### src/rtl/dma_engine_if.sv
// Data-bus bundle shared by the CPU and the DMA engine: read/write strobes,
// byte address, write data, read data and the two acknowledges.
interface dma_engine_if;
  logic        read;
  logic        write;
  logic [31:0] addr;
  logic [31:0] wdata;
  logic [31:0] rdata;
  logic        read_acc;
  logic        write_acc;

  modport master (
    output read, write, addr, wdata,
    input  rdata, read_acc, write_acc
  );

  modport slave (
    input  read, write, addr, wdata,
    output rdata, read_acc, write_acc
  );
endinterface

### src/rtl/dma_engine.sv
// Word-copy DMA master: one bus read then one bus write per word, stopping
// with a sticky error on misalignment, read timeout, rejected write or abort.
module dma_engine #(
  parameter int LEN_W   = 16,
  parameter int TIMEOUT = 4
) (
  input  logic             i_clk,
  input  logic             i_reset,
  input  logic             i_start,
  input  logic             i_abort,
  input  logic [31:0]      i_src,
  input  logic [31:0]      i_dst,
  input  logic [LEN_W-1:0] i_len,
  output logic             o_busy,
  output logic             o_done,
  output logic             o_error,
  output logic [31:0]      o_err_addr,
  output logic [LEN_W-1:0] o_remaining,
  dma_engine_if.master     bus
);

  localparam int WAIT_W = (TIMEOUT > 1) ? $clog2(TIMEOUT) : 1;
  localparam logic [WAIT_W-1:0] WAIT_LAST = WAIT_W'(TIMEOUT - 1);

  typedef enum logic [2:0] {S_IDLE, S_RD, S_WR, S_WACK, S_DONE} state_t;

  state_t             r_state,     w_state;
  logic [31:0]        r_src,       w_src;
  logic [31:0]        r_dst,       w_dst;
  logic [31:0]        r_buf,       w_buf;
  logic [WAIT_W-1:0]  r_wait,      w_wait;
  logic [LEN_W-1:0]   r_remaining, w_remaining;
  logic               r_error,     w_error;
  logic [31:0]        r_err_addr,  w_err_addr;

  always_comb begin
    // NOTE: every signal written here gets a default first, so no path leaves it unassigned and no latch is inferred.
    w_state     = r_state;
    w_src       = r_src;
    w_dst       = r_dst;
    w_buf       = r_buf;
    w_wait      = r_wait;
    w_remaining = r_remaining;
    w_error     = r_error;
    w_err_addr  = r_err_addr;
    bus.read    = 1'b0;
    bus.write   = 1'b0;
    bus.addr    = '0;
    bus.wdata   = '0;

    case (r_state)
      S_IDLE: begin
        if (i_start) begin
          if (i_src[1:0] != 2'b00) begin
            w_error    = 1'b1;
            w_err_addr = i_src;
          end else if (i_dst[1:0] != 2'b00) begin
            w_error    = 1'b1;
            w_err_addr = i_dst;
          end else begin
            w_error     = 1'b0;
            w_src       = i_src;
            w_dst       = i_dst;
            w_remaining = i_len;
            w_wait      = '0;
            w_state     = (i_len == '0) ? S_DONE : S_RD;
          end
        end
      end

      S_RD: begin
        bus.read = 1'b1;
        bus.addr = r_src;
        if (i_abort) begin
          w_error = 1'b1;
          w_state = S_IDLE;
        end else if (bus.read_acc) begin
          w_buf   = bus.rdata;
          w_wait  = '0;
          w_state = S_WR;
        end else if (r_wait == WAIT_LAST) begin
          w_error    = 1'b1;
          w_err_addr = r_src;
          w_wait     = '0;
          w_state    = S_IDLE;
        end else begin
          w_wait = r_wait + 1'b1;
        end
      end

      // The write strobe is on the bus for this whole cycle even if abort arrives.
      S_WR: begin
        bus.write = 1'b1;
        bus.addr  = r_dst;
        bus.wdata = r_buf;
        if (i_abort) begin
          w_error = 1'b1;
          w_state = S_IDLE;
        end else begin
          w_state = S_WACK;
        end
      end

      S_WACK: begin
        if (i_abort) begin
          w_error = 1'b1;
          w_state = S_IDLE;
        end else if (bus.write_acc) begin
          w_remaining = r_remaining - 1'b1;
          w_src       = r_src + 32'd4;
          w_dst       = r_dst + 32'd4;
          w_state     = (r_remaining == LEN_W'(1)) ? S_DONE : S_RD;
        end else begin
          w_error    = 1'b1;
          w_err_addr = r_dst;
          w_state    = S_IDLE;
        end
      end

      S_DONE:  w_state = S_IDLE;
      default: w_state = S_IDLE;
    endcase
  end

  always_ff @(posedge i_clk) begin
    // NOTE: state registers use non-blocking assignments so every flop samples pre-edge values.
    if (!i_reset) begin
      r_state     <= S_IDLE;
      r_src       <= '0;
      r_dst       <= '0;
      r_buf       <= '0;
      r_wait      <= '0;
      r_remaining <= '0;
      r_error     <= 1'b0;
      r_err_addr  <= '0;
    end else begin
      r_state     <= w_state;
      r_src       <= w_src;
      r_dst       <= w_dst;
      r_buf       <= w_buf;
      r_wait      <= w_wait;
      r_remaining <= w_remaining;
      r_error     <= w_error;
      r_err_addr  <= w_err_addr;
    end
  end

  assign o_busy      = (r_state != S_IDLE);
  assign o_done      = (r_state == S_DONE);
  assign o_error     = r_error;
  assign o_err_addr  = r_err_addr;
  assign o_remaining = r_remaining;

endmodule
### src/flat_wrapper.sv
// flat-port wrapper written by rule: the top's interface ports become plain ports
module dma_engine_flat 
#(
  parameter int LEN_W   = 16,
  parameter int TIMEOUT = 4
)
  (i_clk, i_reset, i_start, i_abort, i_src, i_dst, i_len, o_busy, o_done, o_error, o_err_addr, o_remaining, bus_read, bus_write, bus_addr, bus_wdata, bus_rdata, bus_read_acc, bus_write_acc);
  dma_engine_if bus_i ();
  input  logic i_clk;
  input  logic i_reset;
  input  logic i_start;
  input  logic i_abort;
  input  logic [31:0] i_src;
  input  logic [31:0] i_dst;
  input  logic [LEN_W-1:0] i_len;
  output logic o_busy;
  output logic o_done;
  output logic o_error;
  output logic [31:0] o_err_addr;
  output logic [LEN_W-1:0] o_remaining;
  output wire logic [$bits(bus_i.read)-1:0] bus_read;
  output wire logic [$bits(bus_i.write)-1:0] bus_write;
  output wire logic [$bits(bus_i.addr)-1:0] bus_addr;
  output wire logic [$bits(bus_i.wdata)-1:0] bus_wdata;
  input wire logic [$bits(bus_i.rdata)-1:0] bus_rdata;
  input wire logic [$bits(bus_i.read_acc)-1:0] bus_read_acc;
  input wire logic [$bits(bus_i.write_acc)-1:0] bus_write_acc;
  assign bus_read = bus_i.read;
  assign bus_write = bus_i.write;
  assign bus_addr = bus_i.addr;
  assign bus_wdata = bus_i.wdata;
  assign bus_i.rdata = bus_rdata;
  assign bus_i.read_acc = bus_read_acc;
  assign bus_i.write_acc = bus_write_acc;
  dma_engine #(.LEN_W(LEN_W), .TIMEOUT(TIMEOUT)) u_core (.i_clk(i_clk), .i_reset(i_reset), .i_start(i_start), .i_abort(i_abort), .i_src(i_src), .i_dst(i_dst), .i_len(i_len), .o_busy(o_busy), .o_done(o_done), .o_error(o_error), .o_err_addr(o_err_addr), .o_remaining(o_remaining), .bus(bus_i));
endmodule
### config.mk
export PLATFORM = sky130hd
export DESIGN_NAME = dma_engine_flat
export DESIGN_NICKNAME = d
export VERILOG_FILES = /design/src/rtl/dma_engine_if.sv /design/src/rtl/dma_engine.sv /design/src/flat_wrapper.sv
export SDC_FILE = /design/constraint.sdc
export NUM_CORES = 1
export LEC_CHECK = 0
export BUFFER_PORTS_ARGS = -buffer_cell sky130_fd_sc_hd__buf_2
export CELL_PAD_IN_SITES_DETAIL_PLACEMENT = 1
export CELL_PAD_IN_SITES_GLOBAL_PLACEMENT = 1
export CORE_MARGIN = 1.5
export CORE_UTILIZATION = 34
export DETAILED_ROUTE_END_ITERATION = 8
export PLACE_DENSITY = 0.84
export SYNTH_ARGS = -nofsm -noshare
export SYNTH_HDL_FRONTEND = slang
export SYNTH_SLANG_ARGS = --single-unit
### constraint.sdc
create_clock -name i_clk -period 2.5 [get_ports i_clk]
set_clock_uncertainty 0.15 [all_clocks]
set_input_delay 0.625 -clock i_clk [delete_from_list [all_inputs] [get_ports i_clk]]
set_output_delay 0.625 -clock i_clk [all_outputs]
set_load 0.01 [all_outputs]
==> results of run 1 <==
-- cells by family after synthesis --
kind of cell	synth area share, %
AO/OA/AOI/OAI	30.1
adder cells (fa/ha/maj)	0.711
buffers and inverters	5.44
flip-flops	34.1
multiplexers	0.114
AND/OR/NAND/NOR	29.5
-- stage by stage --
stage               setup TNS, ns  instance area, um2  utilization (%)
finish                      -2.17               11900             47.1
global route                -4.17               11900             47.1
CTS                         -3.98               11700             46.0
detailed placement         -0.669               10900             42.9
global placement          -0.0994               10900             42.9
floorplan                       0                8800                -
-- area by class of cell --
type,instances,area share [%]
multi-input combinational,952,45.4
clock inverter,11,1.26
inverter,13,0.524
clock buffer,21,3.77
sequential,150,25.2
tap,330,3.46
antenna,4,0.0839
timing repair buffer,347,20.2
-- worst max-delay path: stages (launching register included) --
cell	delay (ns)
dfxtp_4	0.37
or3b_4	0.44
clkinv_8	0.10
buf_12	0.14
a22o_1	0.18
buf_2	0.14
-- state kept, by name, indices dropped and copies added, names as in the netlist --
name and count:
u_core.o_err_addr 32, u_core.o_remaining 16, u_core.r_dst 32, u_core.r_state 3
u_core.o_error 1, u_core.r_src 32, u_core.r_buf 32, u_core.r_wait 2
-- routing by layer --
metal | share of wire (%) | track usage, %
met5 | 0.031 | 0
met4 | 5.5 | 14.0
met3 | 7.4 | 4.32
met2 | 48 | 48.9
met1 | 40 | 34.1
-- worst paths after layout --
| kind | start | to | slack [ns] | depth (start not counted) |
|---|---|---|---|---|
| max reg2reg | u_core.r_wait[0] | u_core.o_err_addr[28] | -0.01 | 9 |
| min reg2reg | u_core.r_buf[19] | u_core.r_buf[19] | 0.31 | 2 |
| max | u_core.r_state[0] | bus_addr[21] | -0.09 | 5 |
| min | bus_rdata[18] | u_core.r_buf[18] | 0.28 | 3 |
-- timing repair --
item / 4_1_cts / 5_1_grt
pin swaps: 5 / 9
resized for setup: 24 / 26
gates cloned: 2 / 6
hold buffers: 0 / 0
endpoints found under the setup margin: 66 / 92
setup buffers: 5 / 8
-- cell usage after synthesis, types with 3 or more instances --
cell type,count,share of area (%)
a211oi_1,41,3.5
a21o_1,5,0.43
a21oi_1,135,7.7
a22o_1,34,3.4
a22oi_1,10,0.85
a311oi_1,38,3.8
a31oi_1,14,0.99
a32o_1,3,0.34
a32oi_1,4,0.40
a41oi_1,4,0.40
and2_1,65,4.6
and3_1,20,1.4
buf_1,5,0.21
buf_2,17,0.97
clkbuf_1,81,3.5
dfxtp_1,150,34
ha_1,5,0.71
inv_1,10,0.43
nand2_1,212,9.0
nand2b_1,4,0.28
nand3_1,36,2.0
nand3_2,3,0.34
nand4_1,15,1.1
nor2_1,121,5.2
nor2b_1,5,0.36
nor3_1,22,1.3
nor3_4,3,0.55
nor4_1,13,0.92
o211ai_1,3,0.26
o21a_1,4,0.34
o21ai_0,40,2.3
o21ai_1,25,1.4
o221a_1,5,0.64
o22ai_1,10,0.71
o31ai_1,10,0.85
o41ai_1,3,0.30
or3_1,4,0.28
or4_1,3,0.26
-- power by group through the flow --
| stage | registers [mW] | clock network (mW) | logic, mW |
|---|---|---|---|
| 2_1_floorplan | 2.59 | 0 | 0.371 |
| 3_3_place_gp | 2.58 | 0 | 0.763 |
| 3_5_place_dp | 2.58 | 0 | 0.786 |
| 4_1_cts | 2.53 | 2.74 | 0.814 |
| 5_1_grt | 2.54 | 2.84 | 0.916 |
| 6_report | 2.53 | 2.75 | 0.858 |
==> qor.yml, run 1 <==
outcome: "finished with violations"
violations: "negative setup slack"
cts.path.max_buffers: 2
syn_area_per_cell_um2: 7.21
setup_slack_ns: -0.0914
ir_worst_vdd_mv: 0.475
area_delta_synth_final_pct: 35.6
place_ws_ns: -0.0711
required_ns: 1.73
layoutNonFillerInstCount: 1828
start_util_pct: 34.8
core.rowCount: 58
fin_nets: 1604
worstPathArrival_ns: 1.82
die_area_um2: 26900
p_seq_share_pct: 41.2
swShare_pct: 28.0
gp_congestion: 0.883
setup_viol: 50
grt_pass1_wl_mm: 59.9
drtPass1Iterations: 6
drc: 0
cts_buffers: 17
rsz0062_at_grt: "yes"
synthesis.area_um2: 8800
synth_cell_types: 67
dp_cells: 1772
port_buffers: 234
yosys_warnings: 0
drt-initial-drc-count: 1134
grt_max_degree: 70
synth_cells: 1220
net-switching-power_mw: 1.72
cts.sinks: 150
tightest_slew_ns: 0.587
ys_seq_area_share_pct: 34.1
whs_ns: 0.277
fin_crit_sh_pct: 104
layout-drive-gt1-share_pct: 28.2
num-fill-cells: 3169
fin_crit_ns: 2.59
most-common-layout-cells: "buf_2 (224), nand2_1 (211), dfxtp_1 (146)"
drv_slew: 0
grt_pass1_vias: 11079
max_freq_ghz: 0.386
clkPwrFrac_pct: 44.8
max-cap-violations: 0
hold_violations: 0
slew_headroom_pct: 60.5
clkLatencyLatePin_ns: 0.44
ant_nets: 0
pwr-share-comb_pct: 14.0
synth_fp_nets: 1343
tritoncts: "yes"
p_total_mw: 6.14
worstSetupPathType: "flop to output port"
grt_antenna_before_repair: 5
cp_max_fo: 6
cts.clk_slew.worst_paths_ns: 0.07
multi_input_area_um2: 5420
wl_mm: 41.7
p_leak_nw: 5.01
die_w_um: 164
synth_edf_count: 0
cts_root_buffer: "clkbuf_16"
regArea_um2: 3010
powerDensity_nw_per_um2: 514
wl_per_cell_um: 22.8
gr-total-overflow: 0
ys_ff_latch: 150
critPathLaunchType: "flop"
synth_ff_type: "dfxtp_1"
die_h_um: 164
floorplan.io_pins: 235
core_um2: 25300
cp-end-kind: "output port"
track_usage_pct: 28.3
via_per_inst: 6.16
htreeDepth: 4
final_common_cell: "buf_2"
p_int_mw: 4.42
hpwl_mm: 26.2
synthArstFlopShare_pct: 0
hold_path.class: "input port to flop"
vias: 11259
Power figures use the tool's default switching activity.
==> run 2: changes to the inputs <==
- CORE_MARGIN: 1.5 -> default
==> qor.yml, run 2 (synthesized netlist as in run 1, its figures left out) <==
outcome: "finished with violations"  # unchanged
violations: "negative setup slack"  # unchanged
hold_end: "u_core.r_buf[18]"  # unchanged
net-switching-power_mw: 1.70  # was 1.72 mW
drc: 0  # unchanged
p_seq_share_pct: 39.8  # was 41.2%
die_h_um: 163  # was 164 um
hold_violations: 0  # unchanged
critPathLaunchType: "flop"  # unchanged
rsz0062_at_grt: "yes"  # unchanged
final_area_um2: 11900  # about the same
powerDensity_nw_per_um2: 535  # was 514 nW/um2
most-common-layout-cells: "buf_2 (219), nand2_1 (210), dfxtp_1 (147)"  # was buf_2 (224), nand2_1 (211), dfxtp_1 (146)
drtPass1Iterations: 5  # was 6
grt_max_degree: 68  # was 70
cts_hold_buf: 0  # unchanged
rrSetupSlack_ns: 0.06  # was -0.01 ns
port_buffers: 234  # unchanged
place_ws_ns: -0.0937  # was -0.0711 ns
grt_antenna_before_repair: 3  # was 5
ir_worst_vdd_mv: 0.322  # was 0.475 mV
cp_max_fo: 7  # was 6
cts.clk_slew.worst_paths_ns: 0.07  # about the same
placed_area_um2: 10800  # was 10900 um2
layout-drive-gt1-share_pct: 27.9  # was 28.2%
area_delta_synth_final_pct: 34.9  # was 35.6%
cts_buffers: 17  # unchanged
tightest_slew_ns: 0.692  # was 0.587 ns
slew_headroom_pct: 53.4  # was 60.5%
crit_slowest_cell: "or3b_4"  # unchanged
reg2reg_depth: 6  # was 9
p_int_mw: 4.65  # was 4.42 mW
p_leak_nw: 4.97  # was 5.01 nW
dp_cells: 1771  # was 1772
vias: 11293  # was 11259
grt_pass1_wl_mm: 60.4  # was 59.9 mm
worstSetupPathType: "flop to output port"  # unchanged
clkPwrFrac_pct: 47.1  # was 44.8%
cts.path.max_buffers: 2  # unchanged
path_cells: "or3b_4 -> clkinv_8 -> clkbuf_16 -> a22o_1 -> buf_2"  # was or3b_4 -> clkinv_8 -> buf_12 -> a22o_1 -> buf_2
cp-end-kind: "output port"  # unchanged
drv_slew: 0  # unchanged
gr-total-overflow: 0  # unchanged
tritoncts: "yes"  # unchanged
setup_slack_ns: -0.0738  # was -0.0914 ns
core.rowCount: 58  # unchanged
worstPathArrival_ns: 1.80  # was 1.82 ns
cts_root_buffer: "clkbuf_16"  # unchanged
worstHoldStart: "bus_rdata[18]"  # unchanged
final_common_cell: "buf_2"  # unchanged
max-cap-violations: 0  # unchanged
swShare_pct: 26.7  # was 28.0%
die_area_um2: 26500  # was 26900 um2
hold_path_depth: 3  # unchanged
clkLatencyLatePin_ns: 0.43  # was 0.44 ns
floorplan.io_pins: 235  # unchanged
fin_crit_ns: 2.57  # was 2.59 ns
required_ns: 1.73  # about the same
via_per_inst: 6.21  # was 6.16
hold_path.class: "input port to flop"  # unchanged
fin_crit_sh_pct: 103  # was 104%
pwr-share-comb_pct: 13.1  # was 14.0%
max_freq_ghz: 0.389  # was 0.386 GHz
hpwl_mm: 26.2  # about the same
wl_per_cell_um: 22.8  # about the same
htreeDepth: 4  # unchanged
grt_pass1_vias: 11160  # was 11079
layoutNonFillerInstCount: 1818  # was 1828
start_util_pct: 34.9  # was 34.8%
fin_nets: 1595  # was 1604
wl_mm: 41.5  # was 41.7 mm
max_stage_delay_ns: 0.43  # was 0.44 ns
setup_viol: 45  # was 50
ant_nets: 0  # unchanged
gp_congestion: 0.912  # was 0.883
drt-initial-drc-count: 1152  # was 1134
final_util_pct: 47.0  # was 47.1%
r2r-end: "u_core.r_src[29]"  # was u_core.o_err_addr[28]
cts.sinks: 150  # unchanged
core_um2: 25300  # about the same
track_usage_pct: 29.1  # was 28.3%
reg2reg_from: "u_core.r_src[16]"  # was u_core.r_wait[0]
die_w_um: 163  # was 164 um
run 2: worst max-delay path, delay by kind of cell (launching register included):
family,cells,cell delay (ns)
AO/OA/AOI/OAI,1,0.16
buffers and inverters,3,0.40
flip-flops,1,0.37
AND/OR/NAND/NOR,1,0.43
run 2: worst max path at each step:
| stage | start | slack [ns] | depth (start not counted) | to |
|---|---|---|---|---|
| after floorplan | i_src[0] | 0.09 | 8 | u_core.r_dst[13] |
| after global placement | i_src[0] | -0.06 | 8 | u_core.r_dst[26] |
| after detailed placement | i_src[0] | -0.09 | 8 | u_core.r_dst[23] |
| after CTS | u_core.r_state[1] | -0.03 | 5 | bus_addr[30] |
| after global routing | u_core.r_state[1] | -0.09 | 5 | bus_addr[20] |
| final | u_core.r_state[1] | -0.07 | 5 | bus_addr[20] |
run 2: final cells by class:
cell class	instances	area (um2)
Fill cell	3203	13400
Multi-Input combinational cell	952	5420
Sequential cell	150	3010
Timing Repair Buffer	338	2300
Clock buffer	21	470
Tap cell	330	413
Clock inverter	11	195
Inverter	13	65.1
Antenna cell	3	7.51
run 2: power by group through the flow:
stage	sequential (mW)	combinational, mW	clock (mW)
after floorplan	2.59	0.371	0
after global placement	2.57	0.740	0
after detailed placement	2.58	0.766	0
after CTS	2.53	0.790	2.98
after global routing	2.54	0.889	3.10
final	2.53	0.830	2.99
run 2: per-layer routing:
layer  up-vias  global-route usage, %  wire length [um]
met5         -                      0                 0
met4         0                   17.8              2180
met1      5514                   34.3             16100
li1       4943                      -                 -
met3       190                   5.53              3200
met2       646                   48.8             20000
run 2: what timing repair did:
action / in CTS / in global routing
buffers inserted: 3 / 4
pin swaps: 3 / 15
resized for setup: 14 / 44
endpoints found under the setup margin: 65 / 74
gates cloned: 2 / 4
run 2: stage by stage:
stage / power [mW] / hold WS, ns / TNS, ns
6_report: 6.35 / 0.279 / -1.72
5_1_grt: 6.53 / 0.288 / -3.20
4_1_cts: 6.30 / 0.267 / -0.645
3_5_place_dp: 3.34 / 0.295 / -1.84
3_3_place_gp: 3.31 / 0.288 / -0.255
2_1_floorplan: 2.96 / 0.282 / 0
==> run 3: changes to the inputs <==
- PLACE_DENSITY: 0.84 -> 0.82
==> qor.yml, run 3 (synthesized netlist as in run 1, its figures left out) <==
multi_input_area_um2: 5380  # was 5420 um2
start_util_pct: 34.9  # unchanged
rsz0062_at_grt: "yes"  # unchanged
worstSetupPathType: "flop to output port"  # unchanged
drtPass1Iterations: 5  # unchanged
grt_pass1_vias: 10456  # was 11160
max-cap-violations: 0  # unchanged
grt_max_degree: 46  # was 68
rrSetupSlack_ns: 0.12  # was 0.06 ns
hpwl_mm: 26.1  # was 26.2 mm
setup_slack_ns: -0.0836  # was -0.0738 ns
fin_nets: 1584  # was 1595
worstPathArrival_ns: 1.81  # was 1.80 ns
cts.clk_slew.worst_paths_ns: 0.06  # was 0.07 ns
cts_hold_buf: 0  # unchanged
cp-end-kind: "output port"  # unchanged
final_common_cell: "buf_2"  # unchanged
clkLatencyLatePin_ns: 0.43  # about the same
layout-drive-gt1-share_pct: 26.6  # was 27.9%
port_buffers: 234  # unchanged
ant_nets: 0  # unchanged
drv_slew: 0  # unchanged
vias: 10510  # was 11293
htreeDepth: 4  # unchanged
violations: "negative setup slack"  # unchanged
fin_crit_ns: 2.58  # was 2.57 ns
area_delta_synth_final_pct: 31.6  # was 34.9%
slew_headroom_pct: 44.8  # was 53.4%
die_area_um2: 26500  # unchanged
cts.sinks: 150  # unchanged
drt-initial-drc-count: 903  # was 1152
hold_path.class: "input port to flop"  # unchanged
setup_viol: 29  # was 45
tritoncts: "yes"  # unchanged
die_h_um: 163  # unchanged
p_leak_nw: 4.83  # was 4.97 nW
outcome: "finished with violations"  # unchanged
final_util_pct: 45.9  # was 47.0%
core.rowCount: 58  # unchanged
track_usage_pct: 27.2  # was 29.1%
gr-total-overflow: 0  # unchanged
cp_max_fo: 7  # unchanged
fin_crit_sh_pct: 103  # about the same
ir_worst_vdd_mv: 0.378  # was 0.322 mV
die_w_um: 163  # unchanged
wl_per_cell_um: 20.6  # was 22.8 um
max_freq_ghz: 0.387  # was 0.389 GHz
cts.path.max_buffers: 2  # unchanged
cts_buffers: 17  # unchanged
drc: 0  # unchanged
powerDensity_nw_per_um2: 506  # was 535 nW/um2
via_per_inst: 5.83  # was 6.21
cts_root_buffer: "clkbuf_16"  # unchanged
floorplan.io_pins: 235  # unchanged
most-common-layout-cells: "buf_2 (230), nand2_1 (210), dfxtp_1 (148)"  # was buf_2 (219), nand2_1 (210), dfxtp_1 (147)
grt_antenna_before_repair: 2  # was 3
num-fill-cells: 3215  # was 3203
gp_congestion: 0.884  # was 0.912
core_um2: 25300  # unchanged
hold_violations: 0  # unchanged
grt_pass1_wl_mm: 57.0  # was 60.4 mm
whs_ns: 0.277  # was 0.279 ns
regArea_um2: 3010  # about the same
tightest_slew_ns: 0.828  # was 0.692 ns
critPathLaunchType: "flop"  # unchanged
required_ns: 1.73  # about the same
wl_mm: 37.2  # was 41.5 mm
[run 3: worst max-delay path, cell delays in order (launching register included)]
cell      delay (ns)
dfxtp_4         0.36
or3b_4          0.44
clkinv_8        0.11
buf_12          0.14
a22o_1          0.18
buf_2           0.14
[run 3: path summary, 6_finish.rpt]
kind,endpoint,start,depth (start not counted)
hold reg to reg,u_core.r_buf[23],u_core.r_buf[23],2
setup reg to reg,u_core.o_err_addr[21],u_core.r_state[1],9
hold / removal,u_core.r_buf[31],bus_rdata[31],3
setup / recovery,bus_addr[10],u_core.r_state[1],5
[run 3: per-layer routing]
metal  routed length (um)  global-route usage [%]  up-vias
met2                18000                    45.6      333
met4                  979                    11.4        2
met5                   10                       0        -
met3                 1900                    4.66       62
met1                16200                    34.3     5202
li1                     -                       -     4911
[run 3: cell type report]
| cell class | count | area share (%) |
|---|---|---|
| multi-input cells | 952 | 46.4 |
| flip-flops and latches | 150 | 26.0 |
| repair buffers | 327 | 18.7 |
| clock buffers | 20 | 3.94 |
| well taps | 330 | 3.56 |
| clock inverters | 11 | 0.886 |
| inverters | 13 | 0.540 |
| diodes | 1 | 0.0216 |
[run 3: timing repair]
action / in CTS / in global routing
gates cloned: 2 / 2
hold endpoints to repair: 0 / 0
buffers inserted: 4 / 3
pin swaps: 10 / 16
resized for setup: 17 / 16
endpoints found under the setup margin: 64 / 65
[run 3: per-stage QoR]
stage	setup slack, ns	power [mW]	std cells	TNS, ns	instance area (um2)
CTS	-0.0816	5.87	1799	-0.845	11500
detailed placement	-0.205	3.34	1762	-4.52	10800
global route	-0.118	6.05	1804	-2.24	11600
global placement	-0.153	3.32	1762	-2.55	10800
finish	-0.0836	5.86	1804	-1.05	11600
floorplan	0.0859	2.96	1220	0	8800
[run 3: power breakdown]
part | leakage (nW) | switching [mW] | internal, mW
registers | 1.22 | 0.0625 | 2.47
logic | 3.35 | 0.471 | 0.324
clock network | 0.257 | 1.12 | 1.42
